===== config.mk =====
export PLATFORM = sky130hd
export DESIGN_NAME = pipeline_ctrl_flat
export DESIGN_NICKNAME = d
export VERILOG_FILES = /design/src/rtl/pipeline_ctrl_if.sv /design/src/rtl/pipeline_ctrl.sv /design/src/flat_wrapper.sv
export SDC_FILE = /design/constraint.sdc
export NUM_CORES = 1
export LEC_CHECK = 0
export BUFFER_PORTS_ARGS = -buffer_cell sky130_fd_sc_hd__buf_2
export CAP_MARGIN = 15
export CORE_ASPECT_RATIO = 1.1
export CORE_MARGIN = 10
export CORE_UTILIZATION = 57
export DETAILED_ROUTE_END_ITERATION = 8
export PLACE_DENSITY = 0.87
export REMOVE_ABC_BUFFERS = 1
export SYNTH_ARGS = -nofsm -noshare
export SYNTH_HDL_FRONTEND = slang
export SYNTH_SLANG_ARGS = --single-unit

===== constraint.sdc =====
create_clock -name clk -period 4.7 [get_ports clk]
set_input_delay 0.94 -clock clk [delete_from_list [all_inputs] [get_ports clk]]
set_output_delay 0.94 -clock clk [all_outputs]
set_load 0.01 [all_outputs]

===== src/rtl/pipeline_ctrl_if.sv =====
// -----------------------------------------------------------------------------
// pipeline_ctrl_if
// Bundles the hazard inputs and pipeline control outputs of pipeline_ctrl.
//   master : the pipeline side; drives hazard/status signals and receives the
//            stall/flush/redirect controls and the performance counters.
//   slave  : the controller side (pipeline_ctrl).
// Hazard inputs : ID_valid, ID_use_rs1/2, ID_rs1/2, EXE_valid, EXE_mem_read,
//                 EXE_rd, EXE_redirect, MEM_trap, imem_ready, dmem_req, dmem_ack
// Controls      : pc/IF_ID/ID_EXE/EXE_MEM stalls, IF_ID/ID_EXE/EXE_MEM/MEM_WB
//                 flushes, redirect_sel (00 seq, 01 EXE target, 10 trap vector)
// Counters      : stall_cnt, flush_cnt (saturating)
// -----------------------------------------------------------------------------
interface pipeline_ctrl_if #(
  parameter int REG_W = 5,
  parameter int CNT_W = 32
);
  logic             ID_valid;
  logic             ID_use_rs1;
  logic             ID_use_rs2;
  logic [REG_W-1:0] ID_rs1;
  logic [REG_W-1:0] ID_rs2;
  logic             EXE_valid;
  logic             EXE_mem_read;
  logic [REG_W-1:0] EXE_rd;
  logic             EXE_redirect;
  logic             MEM_trap;
  logic             imem_ready;
  logic             dmem_req;
  logic             dmem_ack;

  logic             pc_stall;
  logic             IF_ID_stall;
  logic             ID_EXE_stall;
  logic             EXE_MEM_stall;
  logic             IF_ID_flush;
  logic             ID_EXE_flush;
  logic             EXE_MEM_flush;
  logic             MEM_WB_flush;
  logic [1:0]       redirect_sel;
  logic [CNT_W-1:0] stall_cnt;
  logic [CNT_W-1:0] flush_cnt;

  modport master (
    output ID_valid, ID_use_rs1, ID_use_rs2, ID_rs1, ID_rs2,
           EXE_valid, EXE_mem_read, EXE_rd, EXE_redirect, MEM_trap,
           imem_ready, dmem_req, dmem_ack,
    input  pc_stall, IF_ID_stall, ID_EXE_stall, EXE_MEM_stall,
           IF_ID_flush, ID_EXE_flush, EXE_MEM_flush, MEM_WB_flush,
           redirect_sel, stall_cnt, flush_cnt
  );

  modport slave (
    input  ID_valid, ID_use_rs1, ID_use_rs2, ID_rs1, ID_rs2,
           EXE_valid, EXE_mem_read, EXE_rd, EXE_redirect, MEM_trap,
           imem_ready, dmem_req, dmem_ack,
    output pc_stall, IF_ID_stall, ID_EXE_stall, EXE_MEM_stall,
           IF_ID_flush, ID_EXE_flush, EXE_MEM_flush, MEM_WB_flush,
           redirect_sel, stall_cnt, flush_cnt
  );
endinterface


===== src/rtl/pipeline_ctrl.sv =====
// -----------------------------------------------------------------------------
// pipeline_ctrl
// Hazard and sequencing controller for the five-stage core. Resolves traps
// from MEM, multi-cycle data-memory waits, EXE mispredict redirects, load-use
// hazards and fetch not-ready, in that priority, and counts stall cycles and
// redirect events in saturating counters.
// Ports:
//   clk  : core clock
//   rst  : synchronous active-high reset
//   bus  : pipeline_ctrl_if.slave (hazard inputs in, stall/flush/redirect and
//          counters out)
// Controls are combinational from inputs and state; state/counters are
// registered.
// -----------------------------------------------------------------------------
module pipeline_ctrl #(
  parameter int REG_W = 5,
  parameter int CNT_W = 32
) (
  input  logic            clk,
  input  logic            rst,
  pipeline_ctrl_if.slave  bus
);

  typedef enum logic {
    RUN   = 1'b0,
    DWAIT = 1'b1
  } state_t;

  state_t           state_q, state_d;
  logic [CNT_W-1:0] stall_cnt_q, stall_cnt_d;
  logic [CNT_W-1:0] flush_cnt_q, flush_cnt_d;

  logic [REG_W-1:0] id_rs1, id_rs2, exe_rd;
  logic             load_use;

  assign id_rs1 = bus.ID_rs1;
  assign id_rs2 = bus.ID_rs2;
  assign exe_rd = bus.EXE_rd;

  // x0 is hardwired zero, so a load targeting it never creates a dependency.
  assign load_use = bus.ID_valid && bus.EXE_valid && bus.EXE_mem_read &&
                    (exe_rd != '0) &&
                    ((bus.ID_use_rs1 && (id_rs1 == exe_rd)) ||
                     (bus.ID_use_rs2 && (id_rs2 == exe_rd)));

  // Next state and control outputs.
  always_comb begin
    // NOTE: every output gets a default before any branch, so no path can
    // leave a signal unassigned and infer a latch.
    state_d           = state_q;
    bus.pc_stall      = 1'b0;
    bus.IF_ID_stall   = 1'b0;
    bus.ID_EXE_stall  = 1'b0;
    bus.EXE_MEM_stall = 1'b0;
    bus.IF_ID_flush   = 1'b0;
    bus.ID_EXE_flush  = 1'b0;
    bus.EXE_MEM_flush = 1'b0;
    bus.MEM_WB_flush  = 1'b0;
    bus.redirect_sel  = 2'b00;

    if (rst) begin
      state_d = RUN;
    end else if ((state_q == DWAIT) && !bus.dmem_ack) begin
      // Waiting on data memory: everything upstream of MEM holds, and a
      // bubble goes into WB. Other inputs are frozen and ignored.
      bus.pc_stall      = 1'b1;
      bus.IF_ID_stall   = 1'b1;
      bus.ID_EXE_stall  = 1'b1;
      bus.EXE_MEM_stall = 1'b1;
      bus.MEM_WB_flush  = 1'b1;
    end else begin
      // RUN, or the ack cycle of DWAIT (which skips the data-wait check so a
      // pending redirect/load-use/fetch bubble takes effect right now).
      state_d = RUN;
      if (bus.MEM_trap) begin
        bus.IF_ID_flush   = 1'b1;
        bus.ID_EXE_flush  = 1'b1;
        bus.EXE_MEM_flush = 1'b1;
        bus.redirect_sel  = 2'b10;
      end else if ((state_q == RUN) && bus.dmem_req && !bus.dmem_ack) begin
        bus.pc_stall      = 1'b1;
        bus.IF_ID_stall   = 1'b1;
        bus.ID_EXE_stall  = 1'b1;
        bus.EXE_MEM_stall = 1'b1;
        bus.MEM_WB_flush  = 1'b1;
        state_d           = DWAIT;
      end else if (bus.EXE_redirect) begin
        bus.IF_ID_flush  = 1'b1;
        bus.ID_EXE_flush = 1'b1;
        bus.redirect_sel = 2'b01;
      end else if (load_use) begin
        // Hold PC and IF_ID one cycle; the load moves on to MEM and a bubble
        // enters EXE, which clears the hazard on the next cycle.
        bus.pc_stall     = 1'b1;
        bus.IF_ID_stall  = 1'b1;
        bus.ID_EXE_flush = 1'b1;
      end else if (!bus.imem_ready) begin
        bus.pc_stall    = 1'b1;
        bus.IF_ID_flush = 1'b1;
      end
    end
  end

  // Saturating performance counters, driven from the final control outputs
  // (which are already forced to zero during reset).
  always_comb begin
    stall_cnt_d = stall_cnt_q;
    flush_cnt_d = flush_cnt_q;
    if (bus.pc_stall && (stall_cnt_q != {CNT_W{1'b1}})) begin
      stall_cnt_d = stall_cnt_q + 1'b1;
    end
    if ((bus.redirect_sel != 2'b00) && (flush_cnt_q != {CNT_W{1'b1}})) begin
      flush_cnt_d = flush_cnt_q + 1'b1;
    end
  end

  always_ff @(posedge clk) begin
    // NOTE: sequential state uses non-blocking assignments so every register
    // samples pre-edge values regardless of block evaluation order.
    if (rst) begin
      state_q     <= RUN;
      stall_cnt_q <= '0;
      flush_cnt_q <= '0;
    end else begin
      state_q     <= state_d;
      stall_cnt_q <= stall_cnt_d;
      flush_cnt_q <= flush_cnt_d;
    end
  end

  assign bus.stall_cnt = stall_cnt_q;
  assign bus.flush_cnt = flush_cnt_q;

endmodule

===== src/flat_wrapper.sv =====
// flat-port wrapper written by rule: the top's interface ports become plain ports
module pipeline_ctrl_flat 
#(
  parameter int REG_W = 5,
  parameter int CNT_W = 32
)
  (clk, rst, bus_ID_valid, bus_ID_use_rs1, bus_ID_use_rs2, bus_ID_rs1, bus_ID_rs2, bus_EXE_valid, bus_EXE_mem_read, bus_EXE_rd, bus_EXE_redirect, bus_MEM_trap, bus_imem_ready, bus_dmem_req, bus_dmem_ack, bus_pc_stall, bus_IF_ID_stall, bus_ID_EXE_stall, bus_EXE_MEM_stall, bus_IF_ID_flush, bus_ID_EXE_flush, bus_EXE_MEM_flush, bus_MEM_WB_flush, bus_redirect_sel, bus_stall_cnt, bus_flush_cnt);
  pipeline_ctrl_if #(.REG_W(REG_W), .CNT_W(CNT_W)) bus_i ();
  input  logic clk;
  input  logic rst;
  input wire logic [$bits(bus_i.ID_valid)-1:0] bus_ID_valid;
  input wire logic [$bits(bus_i.ID_use_rs1)-1:0] bus_ID_use_rs1;
  input wire logic [$bits(bus_i.ID_use_rs2)-1:0] bus_ID_use_rs2;
  input wire logic [$bits(bus_i.ID_rs1)-1:0] bus_ID_rs1;
  input wire logic [$bits(bus_i.ID_rs2)-1:0] bus_ID_rs2;
  input wire logic [$bits(bus_i.EXE_valid)-1:0] bus_EXE_valid;
  input wire logic [$bits(bus_i.EXE_mem_read)-1:0] bus_EXE_mem_read;
  input wire logic [$bits(bus_i.EXE_rd)-1:0] bus_EXE_rd;
  input wire logic [$bits(bus_i.EXE_redirect)-1:0] bus_EXE_redirect;
  input wire logic [$bits(bus_i.MEM_trap)-1:0] bus_MEM_trap;
  input wire logic [$bits(bus_i.imem_ready)-1:0] bus_imem_ready;
  input wire logic [$bits(bus_i.dmem_req)-1:0] bus_dmem_req;
  input wire logic [$bits(bus_i.dmem_ack)-1:0] bus_dmem_ack;
  output wire logic [$bits(bus_i.pc_stall)-1:0] bus_pc_stall;
  output wire logic [$bits(bus_i.IF_ID_stall)-1:0] bus_IF_ID_stall;
  output wire logic [$bits(bus_i.ID_EXE_stall)-1:0] bus_ID_EXE_stall;
  output wire logic [$bits(bus_i.EXE_MEM_stall)-1:0] bus_EXE_MEM_stall;
  output wire logic [$bits(bus_i.IF_ID_flush)-1:0] bus_IF_ID_flush;
  output wire logic [$bits(bus_i.ID_EXE_flush)-1:0] bus_ID_EXE_flush;
  output wire logic [$bits(bus_i.EXE_MEM_flush)-1:0] bus_EXE_MEM_flush;
  output wire logic [$bits(bus_i.MEM_WB_flush)-1:0] bus_MEM_WB_flush;
  output wire logic [$bits(bus_i.redirect_sel)-1:0] bus_redirect_sel;
  output wire logic [$bits(bus_i.stall_cnt)-1:0] bus_stall_cnt;
  output wire logic [$bits(bus_i.flush_cnt)-1:0] bus_flush_cnt;
  assign bus_i.ID_valid = bus_ID_valid;
  assign bus_i.ID_use_rs1 = bus_ID_use_rs1;
  assign bus_i.ID_use_rs2 = bus_ID_use_rs2;
  assign bus_i.ID_rs1 = bus_ID_rs1;
  assign bus_i.ID_rs2 = bus_ID_rs2;
  assign bus_i.EXE_valid = bus_EXE_valid;
  assign bus_i.EXE_mem_read = bus_EXE_mem_read;
  assign bus_i.EXE_rd = bus_EXE_rd;
  assign bus_i.EXE_redirect = bus_EXE_redirect;
  assign bus_i.MEM_trap = bus_MEM_trap;
  assign bus_i.imem_ready = bus_imem_ready;
  assign bus_i.dmem_req = bus_dmem_req;
  assign bus_i.dmem_ack = bus_dmem_ack;
  assign bus_pc_stall = bus_i.pc_stall;
  assign bus_IF_ID_stall = bus_i.IF_ID_stall;
  assign bus_ID_EXE_stall = bus_i.ID_EXE_stall;
  assign bus_EXE_MEM_stall = bus_i.EXE_MEM_stall;
  assign bus_IF_ID_flush = bus_i.IF_ID_flush;
  assign bus_ID_EXE_flush = bus_i.ID_EXE_flush;
  assign bus_EXE_MEM_flush = bus_i.EXE_MEM_flush;
  assign bus_MEM_WB_flush = bus_i.MEM_WB_flush;
  assign bus_redirect_sel = bus_i.redirect_sel;
  assign bus_stall_cnt = bus_i.stall_cnt;
  assign bus_flush_cnt = bus_i.flush_cnt;
  pipeline_ctrl #(.REG_W(REG_W), .CNT_W(CNT_W)) u_core (.clk(clk), .rst(rst), .bus(bus_i));
endmodule

==> run_results.csv, run 1 <==
group,metric,value,unit
run_status,status,"complete, no violations",
clock_tree,post_cts_buffers,0,
grt,busiest_layer,"met2",
clock_tree,clock_sinks,65,
power_and_ir_drop,pwr_density_cell,250.6,nW/um2
worst_setup_path,crit_fanout,3,
routing,drt-wirelength-per-cell,16.71,um
grt,grt_max_degree,56,
cells_and_area,drive_above_1_share,26.17,%
grt,grt_usage,19.77,%
worst_setup_path,cpPeakStageDelay,0.52,ns
floorplan,die_h,104.4,um
logic_synthesis,synth_compound_area_share,9.583,%
floorplan,die-area,10110,um2
sta,slew_viol_final,0,
logic_synthesis,synth_top_family_by_area,"simple AND/OR/NAND/NOR gates",
floorplan,ios,101,
grt,use_met1,21.98,%
logic_synthesis,synthMuxAreaShare,4.843,%
worst_setup_path,path_cells,"buf_2 > or4_1 > o2111ai_1 > nor2b_1 > o21ai_0 > and3_1 > buf_2",
routing,drcViolationCount,0,
logic_synthesis,synth_edf_count,0,
sta,worst_slew_pin_slew,0.9536,ns
grt,grt_pass1_vias,3802,
placed_design,dp_hpwl,7635,um
worst_setup_path,critPathRequiredTime,3.76,ns
power_and_ir_drop,power_frac_clock,42.5,%
sta,relSlewSlack,36.24,%
logic_synthesis,postSynthAreaPerCell,7.997,um2
routing,routed-via-count,3890,
sta,skew,0.006426,ns
placed_design,io_buffers,100,
placed_design,dp.cells,618,
power_and_ir_drop,p_sw_share,25.19,%
floorplan,core,6231,um2
logic_synthesis,synthCells,462,
worst_setup_path,startpoint_type,"primary input",
floorplan,rows,30,
grt,antenna_found_initial,0,
power_and_ir_drop,combPwrFrac,7.0,%
logic_synthesis,ys_async_sr_fraction,0,%
power_and_ir_drop,ir_drop,162.8,uV
cells_and_area,syn_to_final_growth,19.03,%
logic_synthesis,yosys_warnings,0,
clock_tree,clk-insertion-delay-late,0.35,ns
logic_synthesis,synth_top_area_cell,"dfxtp_1",
routing,wl,10590,um
routing,first_pass_iters,5,
worst_setup_path,cp_top_family,"simple AND/OR/NAND/NOR gates",
clock_tree,ctsResizeCount,0,
logic_synthesis,yosys.area_share.simple,37.45,%
cells_and_area,post-route-util,70.58,%
power_and_ir_drop,p_int,824.3,uW
clock_tree,root_buffer,"clkbuf_8",
run,max-cap-violations,0,
clock_tree,cts_buffer_depth,2,
worst_setup_path,cp_common_cell,"buf_2",
clock_tree,cts_hold_buffers,0,
sta,rsz0062_at_grt,"no",
grt,grtUsageMet3,5.781,%
sta,hold_viol,0,
floorplan,chipWidth,96.77,um
worst_hold_path,hold_path_class,"reg -> reg",
cells_and_area,layout.cells.non_filler,634,
worst_setup_path,path_class,"in -> out",
logic_synthesis,synth_area_leaders,"dfxtp_1 (35%), nor2_1 (6.5%), nand4_1 (5.9%)",
grt,use_met2,34.52,%
logic_synthesis,ys_types,47,
placed_design,place_congestion,0.8655,
cells_and_area,fillers,538,
clock_tree,cts_tree,"yes",
worst_setup_path,arrival,2.43,ns
cells_and_area,diodes,0,
logic_synthesis,synth_top_area_share,35.22,%
logic_synthesis,synth_common_cells,"dfxtp_1 (65), nor2_1 (64), nand4_1 (35)",
routing,drtIter0Drc,266,
logic_synthesis,synth_flop_cell,"dfxtp_1",
routing,ant_nets,0,
worst_setup_path,slowest_stage,"or4_1",
logic_synthesis,synthXorXnorAreaFrac,8.060,%
grt,grt_pass1_wl,17480,um
sta,timing.fmax,297.2,MHz
clock_tree,clk_pin_slew,0.07,ns
logic_synthesis,yosysSeqAreaShare,35.22,%
power_and_ir_drop,p_leak,0.001830,uW
sta,finalSetupViolations,0,
power_and_ir_drop,seq_power_share,50.5,%
worst_setup_path,cp-end-kind,"output port",
floorplan,initial_core_util,59.30,%
sta,timing.final.crit_share,71.60,%
logic_synthesis,synth.most_common_cell,"dfxtp_1",
routing,via_per_inst,6.136,
clock_tree,cts_made_buffers,9,
cells_and_area,fin_nets,578,
power_and_ir_drop,power_switching,277.6,uW
logic_synthesis,netlist_area,3695,um2
logic_synthesis,synth_seq_cells,65,
grt,grt_overflow,0,
logic_synthesis,synthAdderAreaFrac,0.6773,%
worst_setup_path,crit_buf_inv,2,
sta,fin_crit,3.365,ns
clock_tree,htree_levels,3,
sta,finalSetupTns,0,ns
==> area by class of cell <==
type	instances	area [um2]	area share, %
multi-input combinational	361	2246	51.07
sequential	65	1301	29.59
timing repair buffer	105	538.0	12.23
clock buffer	10	127.6	2.902
tap	80	100.1	2.276
clock inverter	6	58.81	1.337
inverter	7	26.28	0.5974
==> worst paths after layout <==
check | from | end | slack, ns | cells past startpoint
max | bus_EXE_rd[0] | bus_IF_ID_flush | 1.33 | 7
min reg2reg | u_core.bus.stall_cnt[22] | u_core.bus.stall_cnt[22] | 0.52 | 2
max reg2reg | u_core.bus.flush_cnt[26] | u_core.bus.flush_cnt[25] | 1.88 | 6
min | u_core.bus.stall_cnt[22] | u_core.bus.stall_cnt[22] | 0.52 | 2
==> tightest hold or removal path: cells and delay by family (launching register included) <==
family	cells	cell delay [ns]
DFF	1	0.34
AOI/OAI and AO/OA	2	0.14
==> power groups by stage <==
stage          Sequential (uW)  Clock [uW]  Combinational [uW]
4_1_cts                    556         473                77.2
5_1_grt                    557         498                85.5
3_5_place_dp               569           0                76.8
6_report                   556         468                77.7
3_3_place_gp               569           0                74.0
2_1_floorplan              570           0                34.2
==> layout by cell type (no fill, tap or decap), types with 10 or more instances in the layout <==
master and n:
a21oi_1 16, and3_1 13, buf_2 100, dfxtp_1 65, mux2_2 15, nand2_1 28
nand3_1 30, nand4_1 35, nor2_1 63, nor2b_1 18, nor3_1 14, nor4_1 11
or4_1 10, xnor2_1 12, xor2_1 22
==> stage by stage <==
stage	total power, uW	area, um2	hold slack (ns)	setup WS [ns]
floorplan	603.9	3567	0.5075	0.1547
global placement	642.9	4212	0.4838	1.406
detailed placement	646.0	4212	0.5070	1.351
CTS	1106	4398	0.5164	1.353
global route	1140	4398	0.5421	1.217
finish	1102	4398	0.5201	1.335
==> cell families (layout without fill, tap and decap cells) <==
family	Yosys count	in the layout
compound gates	54	54
buf+inv	36	128
flops	65	65
simple gates	255	255
mux	16	16
fa+ha+maj	2	2
xor+xnor	34	34
==> state kept, by name, summed over array words and instances, names as in the netlist <==
register,flops
u_core.bus.stall_cnt,32
u_core.state_q,1
u_core.bus.flush_cnt,32
==> layer usage <==
layer,part of all wire [%],up-vias
met3,7.1,30
met2,51,171
met4,2.3,0
met1,40,1840
li1,-,1849
met5,0,-
No activity file was read; power rests on OpenSTA's default activity.
==> inputs of run 2 (changes only) <==
ABC_AREA = 1   (was unset)
CORE_UTILIZATION = 54   (was 57)
PLACE_DENSITY = 0.81   (was 0.87)
clock period = 3.3 ns   (was 4.7 ns; I/O delays follow)
==> run_results.csv, run 2 <==
group,metric,value,unit
run_status,status,"complete, no violations",
placed_design,dp_hpwl,8798,um
logic_synthesis,synth_common_cells,"nand2_1 (197), nor2_1 (100), inv_1 (87)",
clock_tree,clk_pin_slew,0.07,ns
grt,grt_max_degree,47,
cells_and_area,layout_commonest_cell,"nand2_1",
routing,via_per_inst,5.154,
logic_synthesis,ys_types,37,
floorplan,initial_core_util,55.93,%
grt,antenna_found_initial,0,
routing,drcViolationCount,0,
routing,drtIter0Drc,221,
power_and_ir_drop,p_leak,0.002396,uW
grt,grt_usage,19.28,%
worst_setup_path,critPathRequiredTime,2.64,ns
cells_and_area,fin_nets,809,
worst_setup_path,r2r-start,"u_core.bus.flush_cnt[1]",
floorplan,rows,33,
worst_setup_path,arrival,1.71,ns
placed_design,place_congestion,0.9129,
routing,ant_nets,0,
logic_synthesis,synth_seq_cells,65,
sta,rsz0062_at_grt,"no",
grt,grt_pass1_vias,4323,
clock_tree,ctsResizeCount,0,
floorplan,core,7515,um2
clock_tree,cts_tree,"yes",
worst_setup_path,cp-startpoint,"bus_EXE_rd[0]",
sta,finalSetupTns,0,ns
clock_tree,clock_sinks,65,
floorplan,ios,101,
logic_synthesis,synthCells,687,
clock_tree,cts_hold_buffers,0,
logic_synthesis,synth_top_area_cell,"dfxtp_1",
cells_and_area,layout_common_cells,"nand2_1 (196), nor2_1 (100), buf_2 (100)",
logic_synthesis,yosysSeqAreaShare,30.96,%
sta,relSlewSlack,68.74,%
grt,grt_pass1_wl,19380,um
clock_tree,cts_buffer_depth,2,
sta,skew,0.006707,ns
floorplan,die_h,112.5,um
clock_tree,cts_made_buffers,9,
logic_synthesis,netlist_area,4203,um2
logic_synthesis,postSynthAreaPerCell,6.118,um2
clock_tree,root_buffer,"clkbuf_8",
placed_design,dp_slack,0.7923,ns
worst_setup_path,startpoint_type,"primary input",
logic_synthesis,synth_edf_count,0,
cells_and_area,syn_to_final_growth,16.58,%
sta,timing.final.crit_share,71.76,%
sta,layout_setup_ws,0.9320,ns
routing,wl,11390,um
logic_synthesis,synth_top_area_share,30.96,%
cells_and_area,drive_above_1_share,18.24,%
logic_synthesis,ys_async_sr_fraction,0,%
logic_synthesis,synth.most_common_cell,"nand2_1",
sta,fin_crit,2.368,ns
power_and_ir_drop,ir_drop,223.2,uV
routing,drt-wirelength-per-cell,12.82,um
run,max-cap-violations,0,
sta,finalSetupViolations,0,
logic_synthesis,synth_flop_cell,"dfxtp_1",
worst_hold_path,hold_path_class,"reg -> reg",
worst_setup_path,crit_fanout,4,
clock_tree,htree_levels,3,
worst_setup_path,path_class,"in -> out",
sta,worst_slew_pin_slew,0.4689,ns
sta,slew_viol_final,0,
worst_hold_path,holdCritStartpoint,"u_core.bus.flush_cnt[3]",
clock_tree,post_cts_buffers,0,
floorplan,chipWidth,104.1,um
placed_design,io_buffers,100,
grt,grt_overflow,0,
routing,routed-via-count,4582,
sta,hold_viol,0,
routing,first_pass_iters,5,
clock_tree,clk-insertion-delay-late,0.34,ns
power_and_ir_drop,pwr_density_cell,322.4,nW/um2
logic_synthesis,yosys_warnings,0,
floorplan,die-area,11720,um2
sta,timing.fmax,422.3,MHz
cells_and_area,diodes,0,
logic_synthesis,synth_area_leaders,"dfxtp_1 (31%), nand2_1 (18%), nor2_1 (8.9%)",
worst_setup_path,cp-end-kind,"output port",
-- run 2: cell count changes after synthesis, moves of 15 or more --
cell	change
nor2_1	+36
clkbuf_1	-16
a21oi_1	+34
mux2_2	-15
nand2_1	+169
nand3_1	+25
nand4_1	-22
inv_1	+80
nor2b_1	-18
-- run 2: final cells by class --
cell class / count / area [um2]
fill: 778 / 2615
multi-input combinational: 510 / 2417
sequential: 65 / 1301
clock buffer: 13 / 168.9
clock inverter: 2 / 12.51
inverter: 90 / 337.8
tap: 105 / 131.4
timing repair buffer: 104 / 530.5
-- run 2: kinds of logic after synthesis --
group | share of synthesized area, %
AO/OA/AOI/OAI | 8.991
XOR/XNOR | 3.543
adder cells (fa/ha/maj) | 0.5953
buffers and inverters | 11.58
flip-flops | 30.96
AND/OR/NAND/NOR | 44.33
-- run 2: stage by stage --
stage          total power (uW)  instances  cell area, um2  utilization [%]  hold slack [ns]
3_3_place_gp              953.1        874            4718            62.79           0.4757
4_1_cts                    1594        889            4900            65.20           0.4908
2_1_floorplan             898.2        665            4054                -           0.4961
6_report                   1580        889            4900            65.20           0.4946
5_1_grt                    1657        889            4900            65.20           0.5209
3_5_place_dp              958.6        874            4718            62.79           0.4831
-- run 2: final timing paths --
check                                                 to  slack [ns]  cells after the start
worst min-delay path             u_core.bus.flush_cnt[4]        0.49                      2
worst min register to register   u_core.bus.flush_cnt[4]        0.49                      2
worst max-delay path                        bus_pc_stall        0.93                     11
worst max register to register  u_core.bus.flush_cnt[21]        0.95                     12
-- run 2: where the power goes --
part	leakage [uW]	switching [uW]	internal, uW
sequential	0.000524	6.02	790
combinational	0.00178	95.0	48.8
clock	0.0000915	310	330
total	0.00240	412	1170
-- run 2: metal layers --
layer  routed length, um  global-route usage, %  share of wire (%)  vias to the layer above
met1                4707                  22.02                 41                     2047
met3                 730                  4.462                6.4                       22
met5                   0                      0                  0                        -
met2                5702                  33.88                 50                      148
met4                 251                  7.985                2.2                        0
li1                    -                      -                  -                     2365
-- run 2: worst max-delay path, cell delays in order --
cell and delay [ns]:
buf_2 0.10, inv_1 0.10, nor2_1 0.05, nor2_1 0.12
nand3_1 0.08, nand2_1 0.08, nand3_1 0.10, nand3_1 0.08
nand2_1 0.07, nand2_2 0.12, buf_2 0.14
